<file path="config.mk">
export PLATFORM = sky130hd
export DESIGN_NAME = pipe_stage_reg
export DESIGN_NICKNAME = d
export VERILOG_FILES = /design/src/rtl/pipe_pkg.sv /design/src/rtl/sat_counter.sv /design/src/rtl/pipe_stage_reg.sv
export SDC_FILE = /design/constraint.sdc
export NUM_CORES = 1
export LEC_CHECK = 0
export BUFFER_PORTS_ARGS = -buffer_cell sky130_fd_sc_hd__buf_4
export CAP_MARGIN = 20
export CORE_MARGIN = 10
export CORE_UTILIZATION = 55
export CTS_BUF_LIST = sky130_fd_sc_hd__clkbuf_4
export DETAILED_ROUTE_END_ITERATION = 8
export GPL_TIMING_DRIVEN = 0
export PLACE_DENSITY = 0.88
export REMOVE_ABC_BUFFERS = 1
export SETUP_SLACK_MARGIN = 0.02
export SLEW_MARGIN = 5
export SYNTH_ARGS = -nofsm -noshare
export SYNTH_HDL_FRONTEND = slang
export SYNTH_HIERARCHICAL = 1
export SYNTH_SLANG_ARGS = --single-unit
</file>
<file path="constraint.sdc">
create_clock -name clk -period 4.5 [get_ports clk]
set_clock_uncertainty 0.15 [all_clocks]
set_input_delay 1.35 -clock clk [delete_from_list [all_inputs] [get_ports clk]]
set_output_delay 1.35 -clock clk [all_outputs]
set_load 0.02 [all_outputs]
</file>
<file path="src/rtl/pipe_pkg.sv">
// Shared pipeline definitions: bus widths, per-stage payload structs,
// their bubble (NOP) encodings, and the skid-buffer state encoding used
// by pipe_stage_reg.
package pipe_pkg;

  // Bus widths inherited from the original core definitions.
  localparam int WORD_W      = 32;  // WordBus
  localparam int REG_ADDR_W  = 5;   // RegAddrBus
  localparam int INST_ADDR_W = 32;  // InstAddrBus
  localparam int ALU_OP_W    = 8;
  localparam int WB_SEL_W    = 2;

  typedef logic [WORD_W-1:0]      word_t;
  typedef logic [REG_ADDR_W-1:0]  reg_addr_t;
  typedef logic [INST_ADDR_W-1:0] inst_addr_t;
  typedef logic [ALU_OP_W-1:0]    alu_op_t;
  typedef logic [WB_SEL_W-1:0]    wb_sel_t;

  // Canonical "do nothing" values from the original core.
  localparam word_t   ZERO_WORD   = '0;
  localparam alu_op_t ALU_NOP     = 8'h00;
  localparam wb_sel_t WB_FROM_NOP = 2'd0;

  // IF/ID payload.
  typedef struct packed {
    inst_addr_t pc;
    word_t      inst;
  } if_id_t;

  // ID/EX payload.
  typedef struct packed {
    alu_op_t   alu_op;
    word_t     reg1;
    word_t     reg2;
    reg_addr_t wd;
    logic      wreg;
    wb_sel_t   wb_sel;
  } id_ex_t;

  // EX/MEM payload.
  typedef struct packed {
    word_t     alu_res;
    word_t     store_data;
    reg_addr_t wd;
    logic      wreg;
    logic      mem_re;
    logic      mem_we;
    wb_sel_t   wb_sel;
  } ex_mem_t;

  // MEM/WB payload.
  typedef struct packed {
    word_t     wdata;
    reg_addr_t wd;
    logic      wreg;
  } mem_wb_t;

  // Bubble encodings: no register write, no memory access, ALU idle.
  localparam if_id_t IF_ID_NOP = '{pc: ZERO_WORD, inst: ZERO_WORD};

  localparam id_ex_t ID_EX_NOP = '{
    alu_op: ALU_NOP, reg1: ZERO_WORD, reg2: ZERO_WORD,
    wd: '0, wreg: 1'b0, wb_sel: WB_FROM_NOP
  };

  localparam ex_mem_t EX_MEM_NOP = '{
    alu_res: ZERO_WORD, store_data: ZERO_WORD, wd: '0, wreg: 1'b0,
    mem_re: 1'b0, mem_we: 1'b0, wb_sel: WB_FROM_NOP
  };

  localparam mem_wb_t MEM_WB_NOP = '{wdata: ZERO_WORD, wd: '0, wreg: 1'b0};

  // Skid-buffer occupancy; the encoding doubles as the entry count.
  typedef enum logic [1:0] {
    EMPTY = 2'd0,
    ONE   = 2'd1,
    TWO   = 2'd2
  } skid_state_e;

endpackage

</file>
<file path="src/rtl/sat_counter.sv">
// Saturating up-counter: counts qualifying cycles and sticks at all-ones.
// Cleared only by reset.
module sat_counter #(
  parameter int W = 16
) (
  input  logic         clk,
  input  logic         rst,
  input  logic         inc_i,
  output logic [W-1:0] cnt_o
);

  localparam logic [W-1:0] CNT_MAX = '1;

  logic [W-1:0] cnt_q;
  logic [W-1:0] cnt_d;

  // Next count: step by one unless already saturated.
  always_comb begin
    cnt_d = cnt_q;
    if (inc_i && (cnt_q != CNT_MAX)) begin
      cnt_d = cnt_q + W'(1);
    end
  end

  // Count register with synchronous reset.
  always_ff @(posedge clk) begin
    if (rst) begin
      cnt_q <= '0;
    end else begin
      cnt_q <= cnt_d;
    end
  end

  assign cnt_o = cnt_q;

endmodule

</file>
<file path="src/rtl/pipe_stage_reg.sv">
// Reusable pipeline stage register carrying an opaque payload over a
// valid/ready link, with separate stall (ready_i low) and flush controls,
// an optional 2-entry skid buffer and saturating stall/bubble counters.
//
// Handshake: an entry moves across a link in any cycle where both valid
// and ready are high on that link (push = valid_i & ready_o upstream,
// pop = valid_o & ready_i downstream). valid is never withdrawn and data
// never changes while valid is high and ready is low.
//
// count_o reflects the occupancy state directly (EMPTY/ONE/TWO encoding
// when SKID=1), so it also serves as the state observation point.
module pipe_stage_reg
  import pipe_pkg::*;
#(
  parameter int                DATA_W      = 128,
  parameter int                SKID        = 1,
  parameter logic [DATA_W-1:0] NOP_PAYLOAD = {DATA_W{1'b0}},
  parameter int                CNT_W       = 16
) (
  input  logic              clk,
  input  logic              rst,
  input  logic              flush_i,
  input  logic              valid_i,
  output logic              ready_o,
  input  logic [DATA_W-1:0] data_i,
  output logic              valid_o,
  input  logic              ready_i,
  output logic [DATA_W-1:0] data_o,
  output logic [1:0]        count_o,
  output logic [CNT_W-1:0]  stall_cnt_o,
  output logic [CNT_W-1:0]  bubble_cnt_o
);

  logic stall_inc;
  logic bubble_inc;

  generate
    if (SKID != 0) begin : g_skid
      // Main register M drives data_o; skid register S catches the one
      // entry that may arrive while the downstream stalls, which lets
      // ready_o depend on state only.
      skid_state_e       state_q;
      skid_state_e       state_d;
      logic [DATA_W-1:0] m_q;
      logic [DATA_W-1:0] m_d;
      logic [DATA_W-1:0] s_q;
      logic [DATA_W-1:0] s_d;
      logic              push;
      logic              pop;

      // Next-state and register loads; flush dominates any transfer.
      always_comb begin
        state_d = state_q;
        m_d     = m_q;
        s_d     = s_q;
        push    = valid_i && (state_q != TWO);
        pop     = (state_q != EMPTY) && ready_i;
        if (flush_i) begin
          state_d = EMPTY;
          m_d     = NOP_PAYLOAD;
          s_d     = NOP_PAYLOAD;
        end else begin
          case (state_q)
            EMPTY: begin
              if (push) begin
                state_d = ONE;
                m_d     = data_i;
              end
            end
            ONE: begin
              if (push && pop) begin
                m_d = data_i;
              end else if (push) begin
                state_d = TWO;
                s_d     = data_i;
              end else if (pop) begin
                state_d = EMPTY;
                m_d     = NOP_PAYLOAD;
              end
            end
            TWO: begin
              if (pop) begin
                state_d = ONE;
                m_d     = s_q;
                s_d     = NOP_PAYLOAD;
              end
            end
            default: begin
              state_d = EMPTY;
              m_d     = NOP_PAYLOAD;
              s_d     = NOP_PAYLOAD;
            end
          endcase
        end
      end

      // State and payload registers.
      always_ff @(posedge clk) begin
        if (rst) begin
          state_q <= EMPTY;
          m_q     <= NOP_PAYLOAD;
          s_q     <= NOP_PAYLOAD;
        end else begin
          state_q <= state_d;
          m_q     <= m_d;
          s_q     <= s_d;
        end
      end

      assign ready_o = (state_q != TWO);
      assign valid_o = (state_q != EMPTY);
      assign data_o  = valid_o ? m_q : NOP_PAYLOAD;
      assign count_o = state_q;
    end else begin : g_single
      // Single register: accepting while full relies on the downstream
      // taking the current entry in the same cycle, so ready_o is
      // combinational from ready_i.
      logic              valid_q;
      logic              valid_d;
      logic [DATA_W-1:0] m_q;
      logic [DATA_W-1:0] m_d;
      logic              push;
      logic              pop;

      // Next-state: flush, then load on push, then drain to bubble on pop.
      always_comb begin
        valid_d = valid_q;
        m_d     = m_q;
        push    = valid_i && (!valid_q || ready_i);
        pop     = valid_q && ready_i;
        if (flush_i) begin
          valid_d = 1'b0;
          m_d     = NOP_PAYLOAD;
        end else if (push) begin
          valid_d = 1'b1;
          m_d     = data_i;
        end else if (pop) begin
          valid_d = 1'b0;
          m_d     = NOP_PAYLOAD;
        end
      end

      // Valid flag and payload register.
      always_ff @(posedge clk) begin
        if (rst) begin
          valid_q <= 1'b0;
          m_q     <= NOP_PAYLOAD;
        end else begin
          valid_q <= valid_d;
          m_q     <= m_d;
        end
      end

      assign ready_o = !valid_q || ready_i;
      assign valid_o = valid_q;
      assign data_o  = valid_q ? m_q : NOP_PAYLOAD;
      assign count_o = {1'b0, valid_q};
    end
  endgenerate

  // Performance qualifiers look at the outputs as presented this cycle,
  // so a flush cycle still counts.
  assign stall_inc  = valid_o && !ready_i;
  assign bubble_inc = !valid_o && ready_i;

  sat_counter #(.W(CNT_W)) u_stall_cnt (
    .clk   (clk),
    .rst   (rst),
    .inc_i (stall_inc),
    .cnt_o (stall_cnt_o)
  );

  sat_counter #(.W(CNT_W)) u_bubble_cnt (
    .clk   (clk),
    .rst   (rst),
    .inc_i (bubble_inc),
    .cnt_o (bubble_cnt_o)
  );

endmodule
</file>
==> run metrics, run 1 <==
result of the run completed; fraction of layout instances using a drive strength above 1 23.86%; sequential-to-total area share from yosys stat 41.98%; clock sinks 290; Total Wirelength 44660 um; boundary pin count 297; detailed-route wire length per cell 19.63 um; initial standard-cell utilization of the core 56.36%; Setup Viol. Count Final 0; via count of the first global-routing pass 13860; cell count after placement 2139; CP Capture Type output pin; prevailing post-synth register cell dfxtp_1; cell depth of the worst hold path 1; H-Tree Depth 3; delay of the slowest cell on the worst path 0.52 ns; all-layer global routing usage 26.53%; ratio of final minimum period to clock period 93.92%; mean area per synthesized cell 8.340 um2; die extent in x 178.6 um; Critical-path top delay cell dfxtp_4; per-cell via count in the routed design 6.202; post-detailed-route count of antenna-violating nets 0; Yosys warnings 6; number of antenna violations at the first check in global routing 2; power density normalized to cell area 323.4 nW/um2; layout net count 2032; chain of cells forming the critical path buf_16 > nor2_1 > bufinv_8 > buf_16 > and2_1 > buf_4; final max-slew violation count 0; Leakage Power 6.189 nW; worst path arrival time 2.73 ns; most repeated library cell on the critical path buf_16; peak clock frequency supported by timing 0.2366 GHz; worst path required time 3.00 ns; post-synthesis cell count 1658; ys async rst share 0%; number of enable-type register cells in the synthesized netlist 0; Initial DRT Pass Iterations 6; global route overflow 0; biggest fanout along the worst timing path 74; quantity of hold-fixing buffers added after cts 0; DRC violations left 0; die footprint 31890 um2; via count of the routed design 14110; TritonCTS clock tree done; maximum number of pins on one net before global-route repair 89; count of final hold-check violations 0; Worst Tran Pin Value 0.9070 ns; Inserted Clock Buffers 78; sum of negative setup slack 0 ns; total power consumption of the routed design 5.567 mW; path class of the lowest-slack min-delay path flop to flop; Max transition margin 39.53%; setup repair after global routing missed its margin no; post-layout util 70.17%; clock slew at the register clock pins of the worst setup and hold paths 0.07 ns; die extent in y 178.6 um; Worst Reg-to-Reg Cells 6; flip-flop and latch count after synthesis 290; PortBufs 296; core box area 24530 um2; post-route insts no fill 2275; clock insertion delay at the later pin of the skew report 0.67 ns; gp weighted congestion 0.8385; type of the worst setup path flop to output pin; placement row count 57; initial DRC count 1771; wire length of the first global-routing pass 70810 um; Area growth syn-to-layout 24.48%; startpoint type of the worst setup path flop; synthesized area 13830 um2; detailed placer's ending HPWL 27430 um; post-route minimum period 4.226 ns; Yosys cell types 46; cell at the root of the clock tree clkbuf_4; maximum resistive drop on vdd 0.2200 mV; Maximum Capacitance Violations 0; maximum root-to-sink buffer count 3
worst paths after layout:
path,end,slack [ns],from
worst min register to register,g_skid.m_q[92],0.33,g_skid.m_q[92]
worst max register to register,g_skid.m_q[42],1.60,count_o[1]
worst max-delay path,data_o[22],0.27,count_o[1]
worst min-delay path,g_skid.m_q[92],0.33,g_skid.m_q[92]
power breakdown:
part | switching [mW] | total (mW) | internal [mW]
combinational | 0.310 | 0.521 | 0.211
clock | 1.13 | 2.39 | 1.27
sequential | 0.0333 | 2.65 | 2.62
layer usage:
| layer | track usage [%] | vias to the layer above | share of wire (%) |
|---|---|---|---|
| met4 | 9.611 | 0 | 2.4 |
| met2 | 43.14 | 805 | 47 |
| met3 | 6.892 | 92 | 10 |
| li1 | - | 6479 | - |
| met5 | 0 | - | 0 |
| met1 | 33.26 | 6733 | 40 |
logic make-up (layout without fill, tap and decap cells):
logic type | after synthesis | count (layout) | share of synthesized area [%]
buffers and inverters | 172 | 463 | 6.759
other | 0 | 2 | 0
and+or+nand+nor | 878 | 878 | 32.97
xor gates and xnor gates | 4 | 4 | 0.2533
muxes | 6 | 6 | 0.4886
DFF | 290 | 290 | 41.98
adders and majority gates | 2 | 2 | 0.1809
AOI/OAI and AO/OA | 306 | 306 | 17.36
critical path: cells and delay by family (launching register included):
kind,cells,cell delay (ns)
buffers and inverters,4,1.13
flip-flops,1,0.52
AND/OR/NAND/NOR,2,0.35
layout make-up:
| class | count | area (um2) |
|---|---|---|
| fillers | 1881 | 7320 |
| multi-input cells | 1196 | 7119 |
| flip-flops and latches | 290 | 5809 |
| repair buffers | 324 | 2841 |
| clock buffers | 113 | 848.3 |
| well taps | 324 | 405.4 |
| clock inverters | 19 | 145.1 |
| inverters | 7 | 40.04 |
| diodes | 2 | 5.005 |
placed cells by master, fill, tap and decap left out, types with 4 or more instances in the layout:
cell type  instances
and2_1           129
and4_1             6
nor4_1             4
xnor2_1            4
nor2_1            14
o21ai_0            8
nand3b_1         130
nand2_1          397
nand3_1           12
nor3_1           136
inv_1              6
buf_16            13
nor2b_1            5
buf_12             8
a221o_1          128
a21oi_1           22
nand4_1            6
a31oi_1          128
o31ai_1           12
or4_1             14
clkbuf_4         113
dfxtp_1          289
clkinv_1          10
or3_1              7
buf_4            295
buf_8              5
synth_stat cells (2+ instances only):
cell        n  share of area, %
buf_1       8              0.22
ha_1        2              0.18
and4_1      6              0.38
buf_12     11               1.6
nand4_4     2              0.31
nor2_1     15              0.41
o311ai_0    2              0.13
o31ai_1    12              0.65
nand3b_1  130               7.1
a221o_1   128               9.3
or4_1      14              0.76
and2_1    129               5.8
or3_1       7              0.32
a21oi_1    22              0.80
o41ai_1     2              0.13
o21ai_0     8              0.29
nor2b_1     5              0.23
buf_2      58               2.1
nand3_1    12              0.43
nand4_1     6              0.27
a31oi_1   128               5.8
nor4_4      2              0.31
mux2_2      2              0.16
clkbuf_1   83               2.3
dfxtp_1   290                42
buf_6       5              0.41
inv_1       7              0.19
xnor2_1     4              0.25
o21a_1      2              0.11
mux2i_1     3              0.22
nand2_2     2             0.090
nor3_1    136               4.9
nand2_1   397                11
nor4bb_1    2              0.14
and3_1      2             0.090
nor4_1      4              0.18
stage by stage:
step	instance area, um2	setup WS [ns]	hold slack (ns)
after floorplan	12920	-10.75	0.2970
after global placement	15550	-24.86	0.3102
after detailed placement	16170	0.5451	0.3115
after CTS	17190	0.03002	0.3322
after global routing	17210	0.1021	0.3422
final	17210	0.2736	0.3303
state kept, by name, indices dropped and copies added, names as in the netlist:
signal / cells
g_skid.m_q: 128
g_skid.s_q: 128
u_bubble_cnt/cnt_o: 16
u_stall_cnt/cnt_o: 16
count_o: 2
repair_timing:
item / CTS / global route
endpoints found under the hold margin: 0 / 0
endpoints found under the setup margin: 74 / 73
resized for setup: 0 / 3
setup buffers: 1 / 1
Note: power is estimated with default switching activity, not from simulation.
==> run 2, diff against run 1 <==
- ABC_AREA: default -> 1
- PLACE_DENSITY: 0.88 -> 0.87
- SLEW_MARGIN: 5 -> 20
- clock period: 4.5 -> 4.2 ns (I/O delays scaled with it)
==> run metrics, run 2 <==
cell area after layout 20110 um2 (+17%); post-route insts no fill 3494 (+54%); maximum number of pins on one net before global-route repair 101 (+13%); synthesized area 16450 um2 (+19%); Maximum Capacitance Violations 0 (unchanged); maximum root-to-sink buffer count 3 (unchanged); clock sinks 290 (unchanged); die extent in y 192.9 um (+8.0%); via count of the routed design 18680 (+32%); flip-flop and latch count after synthesis 290 (unchanged); post-route minimum period 4.034 ns; initial standard-cell utilization of the core 55.64% (-0.73 points); Yosys cell types 23 (-50%); number of enable-type register cells in the synthesized netlist 0 (unchanged); peak clock frequency supported by timing 0.2479 GHz; H-Tree Depth 3 (unchanged); worst path required time 2.79 ns (-0.21 ns); CP Capture Type output pin; DRC violations left 0 (unchanged); gp weighted congestion 0.8787 (+4.8%); path class of the lowest-slack min-delay path flop to flop; area share of the leading cell type in the synthesized netlist 35.30% (-6.7 points); layout net count 3179 (+56%); number of antenna violations at the first check in global routing 4 (+2); Yosys warnings 6 (unchanged); type of the worst setup path flop to output pin; die footprint 37220 um2 (+17%); all-layer global routing usage 27.45% (+0.92 points); setup slack of the most critical reg-to-reg path 1.37 ns (-0.23 ns); prevailing post-synth register cell dfxtp_1; final max-slew violation count 0 (unchanged); post-detailed-route count of antenna-violating nets 0 (unchanged); area of placed instances 18970 um2 (+17%); Initial DRT Pass Iterations 6 (unchanged); commonest cells after routing, fill and taps aside nand2_1 (997), inv_1 (408), nor2_1 (328); PortBufs 296 (unchanged); worst path arrival time 2.62 ns (-0.11 ns); sequential-to-total area share from yosys stat 35.30% (-6.7 points); result of the run completed; boundary pin count 297 (unchanged); Worst Tran Pin Value 0.7804 ns (-0.1266 ns); Leakage Power 9.496 nW (+53%); mean area per synthesized cell 5.838 um2 (-30%); global route overflow 0 (unchanged); Inserted Clock Buffers 79 (+1.3%); total power consumption of the routed design 6.370 mW (+14%); count of final hold-check violations 0 (unchanged); leading area contributor after synthesis dfxtp_1; wire length of the first global-routing pass 85770 um (+21%); sum of negative setup slack 0 ns (unchanged); synth cell count leaders nand2_1 (1001), inv_1 (409), nor2_1 (329); registers with the most flip-flops g_skid.m_q (128), g_skid.s_q (128); core box area 29560 um2 (+20%); clock insertion delay at the later pin of the skew report 0.70 ns (+0.03 ns); detailed-route wire length per cell 15.41 um (-22%); TritonCTS clock tree done; detailed placer's ending HPWL 33110 um (+21%); Setup Viol. Count Final 0 (unchanged); initial DRC count 1761 (-0.56%); fraction of layout instances using a drive strength above 1 16.38% (-7.5 points); die extent in x 192.9 um (+8.0%); crit path setup slack, layout 0.1663 ns (-0.1073 ns); cell at the root of the clock tree clkbuf_4; ys async rst share 0% (unchanged); maximum resistive drop on vdd 0.1909 mV (-13%); placement row count 63 (+11%); Area growth syn-to-layout 22.26%; most common library cell in the layout ignoring fill and taps nand2_1; per-cell via count in the routed design 5.347 (-14%); Placement Setup Slack 0.2990 ns (-0.2461 ns); biggest fanout along the worst timing path 41 (-45%); most instantiated library cell after synthesis nand2_1; Max transition margin 47.85% (+8.3 points); ratio of final minimum period to clock period 96.04%; power density normalized to cell area 316.8 nW/um2 (-2.0%); Total Wirelength 53840 um (+21%); setup repair after global routing missed its margin no; cell types with the largest area share after synthesis dfxtp_1 (35%), nand2_1 (23%), inv_1 (9.3%), nand3_1 (8.5%), a21oi_1 (8.2%); cell count after placement 3345 (+56%); clock slew at the register clock pins of the worst setup and hold paths 0.08 ns (about the same); post-synthesis cell count 2817 (+70%); startpoint type of the worst setup path flop; via count of the first global-routing pass 18020 (+30%)
==> run 2: cell types whose count changed after synthesis, moves of 130 or more <==
cell | before | now
inv_1 | 7 | 409
nand3b_1 | 130 | 0
nand3_1 | 12 | 280
a21oi_1 | 22 | 271
nand2_1 | 397 | 1001
nor2_1 | 15 | 329
nor3_1 | 136 | 3
==> run 2: what timing repair did <==
action	in CTS	in global routing
gates cloned	2	1
gates resized for setup	1	1
hold buffers	0	0
endpoints found under the setup margin	41	21
buffers inserted	1	4
pin swaps	1	0
==> run 2: worst max-delay path, cell delays in order (launching register included) <==
cell and delay (ns):
dfxtp_2 0.62, nor2_8 0.09, buf_12 0.19, buf_12 0.18, buf_12 0.19, buf_16 0.18, nor2_1 0.22, buf_4 0.20
==> run 2: logic make-up (layout without fill, tap and decap cells) <==
kind of cell,count (synthesis),after routing,synth area share [%]
buf+inv,599,881,15.38
fa+ha+maj,2,2,0.1521
flops,290,290,35.30
other cells,0,3,0
compound gates,273,273,8.308
simple gates,1653,1655,40.86
==> run 2: where the power goes <==
part | leakage [nW] | total, mW | switching [mW] | internal [mW]
clock | 0.616 | 2.64 | 1.25 | 1.39
sequential | 2.35 | 2.83 | 0.0319 | 2.80
combinational | 6.53 | 0.896 | 0.584 | 0.312
==> run 2: layer usage <==
metal / track usage, % / share of wire, % / vias to the layer above
met4: 12.46 / 3.3 / 0
met2: 47.19 / 49 / 1002
met3: 6.885 / 11 / 145
li1: - / - / 9017
met5: 0 / 0 / -
met1: 31.57 / 38 / 8518
==> run 2: path summary, 6_finish.rpt <==
check / start / end / cells after the start
max: count_o[0] / data_o[89] / 7
min: g_skid.s_q[47] / g_skid.s_q[47] / 2
max reg2reg: count_o[0] / g_skid.s_q[22] / 7
min reg2reg: g_skid.s_q[47] / g_skid.s_q[47] / 2
==> run 2: metrics by stage <==
| step | utilization, % | hold WS [ns] |
|---|---|---|
| after global routing | 68.01 | 0.3239 |
| after CTS | 67.76 | 0.3113 |
| after detailed placement | 64.18 | 0.3024 |
| after global placement | 61.48 | 0.2976 |
| after floorplan | - | 0.2913 |
| final | 68.02 | 0.3104 |
==> run 2: layout make-up <==
cell class              instances  area (um2)
diodes                          3       7.507
clock buffers                 123       923.4
clock inverters                15       102.6
fillers                      2511        9453
inverters                     412        1562
multi-input cells            1930        8183
flip-flops and latches        290        5811
well taps                     390       488.0
repair buffers                331        3030
